==> config.mk <==
export PLATFORM = sky130hd
export DESIGN_NAME = sw_response_decoder
export DESIGN_NICKNAME = d
export VERILOG_FILES = /design/src/rtl/sw_response_decoder.sv
export SDC_FILE = /design/constraint.sdc
export NUM_CORES = 1
export LEC_CHECK = 0
export ABC_CLOCK_PERIOD_IN_PS = 2600
export BUFFER_PORTS_ARGS = -buffer_cell sky130_fd_sc_hd__clkbuf_2
export CORE_MARGIN = 2
export CORE_UTILIZATION = 59
export CTS_CLUSTER_DIAMETER = 150
export CTS_CLUSTER_SIZE = 20
export DETAILED_ROUTE_END_ITERATION = 7
export GPL_TIMING_DRIVEN = 0
export PLACE_DENSITY = 0.83
export SLEW_MARGIN = 0
export SYNTH_ARGS = -nofsm -noshare
export SYNTH_HDL_FRONTEND = slang
export SYNTH_SLANG_ARGS = --single-unit
==> constraint.sdc <==
create_clock -name clk -period 2.6 [get_ports clk]
set_input_delay 0.39 -clock clk [delete_from_list [all_inputs] [get_ports clk]]
set_output_delay 0.39 -clock clk [all_outputs]
set_load 0.03 [all_outputs]
==> src/rtl/sw_response_decoder.sv <==
// sw_response_decoder
// Reads the 16 slide switches of the reflex game, synchronises and debounces
// them, and reports each debounced toggle to the game controller.
// A report carries the index of the switch that changed, whether that switch
// matches the lit LED (target), and whether several switches moved together.
// Reports are held until the controller acknowledges them with hit_ack.
// Optional feature: define MISS_CNT_EN to add the miss_count output, a
// saturating count of wrong responses that clears when arm rises.
module sw_response_decoder #(
  parameter int unsigned DEBOUNCE_CYCLES = 1000000,
  parameter int unsigned CNT_W           = 20
) (
  input  logic        clk,
  input  logic        rst,
  input  logic [15:0] sw,
  input  logic [15:0] target,
  input  logic        arm,
  input  logic        hit_ack,
  output logic        hit_valid,
  output logic [3:0]  hit_idx,
  output logic        hit_correct,
  output logic        multi_err
`ifdef MISS_CNT_EN
  ,
  output logic [7:0]  miss_count
`endif
);

  localparam logic [CNT_W-1:0] TICK_LAST = CNT_W'(DEBOUNCE_CYCLES - 1);

  typedef enum logic [1:0] {
    IDLE,
    ARMED,
    REPORT
  } stateT;

  stateT       state;
  stateT       nextState;

  logic [15:0] swMeta;
  logic [15:0] swSync;
  logic [CNT_W-1:0] tickCnt;
  logic        tick;
  logic [15:0] samp;
  logic [15:0] stable;
  logic [15:0] stableD;
  logic [15:0] agree;
  logic        initDone;
  logic [15:0] chg;
  logic [3:0]  lowIdx;
  logic        multiHit;
  logic        captureEn;
  logic        ackEn;

  // Two-flop synchroniser: the switches are asynchronous to clk.
  always_ff @(posedge clk or negedge rst) begin
    if (!rst) begin
      swMeta <= '0;
      swSync <= '0;
    end else begin
      swMeta <= sw;
      swSync <= swMeta;
    end
  end

  // Free-running sample counter; tick marks the last count of each period.
  always_ff @(posedge clk or negedge rst) begin
    if (!rst) begin
      tickCnt <= '0;
    end else if (tick) begin
      tickCnt <= '0;
    end else begin
      tickCnt <= tickCnt + CNT_W'(1);
    end
  end

  assign tick  = (tickCnt == TICK_LAST);
  assign agree = ~(swSync ^ samp);

  // Debounce: a bit of stable follows swSync only when two consecutive ticks
  // see the same value; the first tick after reset loads the power-up
  // positions into both stable and stableD so they never look like a toggle.
  always_ff @(posedge clk or negedge rst) begin
    if (!rst) begin
      samp     <= '0;
      stable   <= '0;
      stableD  <= '0;
      initDone <= 1'b0;
    end else begin
      stableD <= stable;
      if (tick) begin
        samp <= swSync;
        if (!initDone) begin
          stable   <= swSync;
          stableD  <= swSync;
          initDone <= 1'b1;
        end else begin
          stable <= (stable & ~agree) | (swSync & agree);
        end
      end
    end
  end

  assign chg      = stable ^ stableD;
  assign multiHit = |(chg & (chg - 16'd1));

  // Priority encoder: lowest changed switch wins when several move together.
  always_comb begin
    lowIdx = '0;
    for (int i = 15; i >= 0; i--) begin
      if (chg[i]) begin
        lowIdx = 4'(i);
      end
    end
  end

  // FSM state register.
  always_ff @(posedge clk or negedge rst) begin
    if (!rst) begin
      state <= IDLE;
    end else begin
      state <= nextState;
    end
  end

  // FSM next state; arm low beats a same-cycle change, reports wait for ack.
  always_comb begin
    nextState = state;
    captureEn = 1'b0;
    ackEn     = 1'b0;
    case (state)
      IDLE: begin
        if (arm && initDone) begin
          nextState = ARMED;
        end
      end
      ARMED: begin
        if (!arm) begin
          nextState = IDLE;
        end else if (chg != 16'd0) begin
          captureEn = 1'b1;
          nextState = REPORT;
        end
      end
      REPORT: begin
        if (hit_ack) begin
          ackEn     = 1'b1;
          nextState = arm ? ARMED : IDLE;
        end
      end
      default: nextState = IDLE;
    endcase
  end

  // Report registers: loaded on capture, judgement flags dropped on ack.
  always_ff @(posedge clk or negedge rst) begin
    if (!rst) begin
      hit_idx     <= '0;
      hit_correct <= 1'b0;
      multi_err   <= 1'b0;
    end else if (captureEn) begin
      hit_idx     <= lowIdx;
      hit_correct <= target[lowIdx];
      multi_err   <= multiHit;
    end else if (ackEn) begin
      hit_correct <= 1'b0;
      multi_err   <= 1'b0;
    end
  end

  assign hit_valid = (state == REPORT);

`ifdef MISS_CNT_EN
  logic       armPrev;
  logic [7:0] missCnt;

  // Saturating wrong-response counter, restarted at the start of each round.
  always_ff @(posedge clk or negedge rst) begin
    if (!rst) begin
      armPrev <= 1'b0;
      missCnt <= '0;
    end else begin
      armPrev <= arm;
      if (arm && !armPrev) begin
        missCnt <= '0;
      end else if (captureEn && !target[lowIdx] && (missCnt != 8'hFF)) begin
        missCnt <= missCnt + 8'd1;
      end
    end
  end

  assign miss_count = missCnt;
`endif

endmodule

==> metrics.yaml <==
outcome: "completed"
antenna_found_initial: 0
fin_crit_ps: 2460
clk_path_buf_depth: 2
layout-drive-gt1-share_pct: 19.3
clk_pin_slew_ps: 110
endpoint_kind: "flip-flop"
ys_seq_area_share_pct: 56.5
final_common_cell: "dfrtp_1"
p_sw_share_pct: 21.5
slew_violations: 0
hold_class: "in2async"
leakagePower_nw: 2.56
root_buffer: "clkbuf_8"
io_buffers: 42
p_seq_share_pct: 58.6
grt_start_max_net_pins: 110
p_clk_share_pct: 39.0
wirelength_um: 9560
synthArstFlopShare_pct: 100
powerDensity_mw_per_mm2: 545
synth_ff_type: "dfrtp_1"
synth_seq_cells: 109
clkSinkCount: 109
ctsResizeCount: 0
hold_ws_ps: 94.2
hold_buffers: 0
skew_ps: 15.4
switchingPower_uw: 637
final_cell_mix: "109 x dfrtp_1, 47 x nand2_1, 45 x clkbuf_2"
start_kind: "flip-flop"
post-route-period-util_pct: 94.8
cap_violations: 0
die_w_um: 94.4
drc: 0
finalHoldViolCount: 0
combPwrFrac_pct: 2.4
cp_max_fo: 6
avgSynthCellArea_sq_um: 11.1
overflow: 0
clock_latency_ps: 380
vias: 3526
synth_edf_count: 0
die_h_um: 94.4
cts_setup_buffers: 0
grt_pass1_vias: 3429
rsz0062_at_grt: "no"
relSlewSlack_pct: 45.7
ant_nets: 0
intPower_mw: 2.32
viasPerCell: 5.93
ios: 43
fp.dieArea_sq_mm: 0.00892
track_usage_pct: 23.0
drt_iter0_markers: 189
wl_per_cell_um: 16.1
gp_congestion: 0.842
coreArea_sq_mm: 0.00781
crit_required_ps: 2850
p_total_mw: 2.96
grt_pass1_wl_um: 16000
synth_area_sq_mm: 0.00482
cts_tree: "built"
rows: 32
syn2layout_area_growth_pct: 12.7
place_area_sq_mm: 0.00517
yosysWarnings: 0
nets: 525
tightest_slew_ps: 814
ir_drop_v: 0.000309
worstPathArrival_ps: 2710
numCtsBuffers: 9
synthCells: 435
fin_area_sq_mm: 0.00544
yosys.cell_types.count: 60
diodes: 0
syn-num-nets: 472
htree_levels: 3
critPathKind: "reg2reg"
tns_ps: 0
start_util_pct: 61.8
setup_viol: 0
max_freq_mhz: 406
dr.pass1.iters: 5
dp_hpwl_um: 6490
cell usage after synthesis (2+ instances only):
cell / count / area [sq um]
a21oi_1: 23 / 115
nand2_1: 47 / 176
buf_1: 2 / 7.51
and4_1: 3 / 26.3
clkbuf_1: 10 / 37.5
nand2b_1: 3 / 18.8
xnor2_1: 16 / 140
inv_1: 31 / 116
and2_1: 4 / 25.0
nor2_1: 16 / 60.1
o22ai_1: 19 / 119
nand3b_1: 2 / 15.0
nor4_1: 4 / 25.0
a31oi_1: 3 / 18.8
nor3_1: 3 / 15.0
o2111ai_1: 2 / 17.5
nand3_1: 8 / 40.0
o21ai_0: 18 / 90.1
and3_1: 8 / 50.1
xor2_1: 20 / 175
mux2i_1: 8 / 80.1
dfrtp_1: 109 / 2730
nand4_1: 5 / 31.3
a221oi_1: 15 / 131
mux2_2: 18 / 203
xnor2_2: 4 / 65.1
metal layers:
metal | share of wire [%] | vias to the layer above | GRT usage, % | wire length (um)
met2 | 51 | 112 | 38.8 | 4860
met4 | 0.91 | 0 | 7.25 | 87
met5 | 0 | - | 0 | 0
met3 | 5.5 | 9 | 4.55 | 529
li1 | - | 1652 | - | -
met1 | 43 | 1753 | 30.2 | 4080
kinds of logic (layout without fill, tap and decap cells):
logic type | after synthesis | in the layout | synth area share [%]
buffers and inverters | 45 | 103 | 3.66
AND/OR/NAND/NOR | 117 | 117 | 12.6
flip-flops | 109 | 109 | 56.5
multiplexers | 26 | 26 | 5.86
adder cells (fa/ha/maj) | 2 | 2 | 0.467
AO/OA/AOI/OAI | 96 | 96 | 13.0
XOR/XNOR | 40 | 40 | 7.88
area by class of cell:
| type | count | area, sq um |
|---|---|---|
| Sequential cell | 109 | 2730 |
| Fill cell | 574 | 2370 |
| Multi-Input combinational cell | 281 | 1950 |
| Timing Repair Buffer | 42 | 219 |
| Clock buffer | 10 | 138 |
| Tap cell | 102 | 128 |
| Inverter | 32 | 120 |
| Clock inverter | 6 | 92.6 |
| Buffer | 13 | 61.3 |
through the flow:
| stage | setup WS (ps) | cells | utilization, % |
|---|---|---|---|
| detailed placement | 97.3 | 579 | 66.2 |
| global placement | -255 | 579 | 66.1 |
| finish | 135 | 595 | 69.6 |
| CTS | 68.5 | 595 | 69.2 |
| floorplan | 440 | 435 | - |
| global route | 12.8 | 595 | 69.6 |
critical path, cell delays in order (launching register included):
cell,delay [ps]
dfrtp_1,470
xnor2_1,440
a21oi_1,140
o211a_1,280
o21ai_2,330
mux2_2,390
o2111ai_1,200
nand4_1,100
final timing paths:
path                            from  depth (start not counted)     endpoint  slack (ps)
max reg2reg                flip-flop                          7  hit_correct         140
min in group clk               sw[3]                          1    swMeta[3]         120
max                        flip-flop                          7  hit_correct         140
max in group asynchronous        rst                          1   stableD[9]        1940
min reg2reg                swMeta[6]                          0    swSync[6]         350
min                              rst                          1      samp[2]          90
power by group through the flow:
stage	Sequential (mW)	Clock, mW	Combinational [mW]
finish	1.74	1.15	0.0704
global route	1.74	1.25	0.0830
CTS	1.74	1.17	0.0735
detailed placement	1.77	0	0.0730
global placement	1.77	0	0.0689
floorplan	1.76	0	0.0118
(Power assumes the default switching activity.)
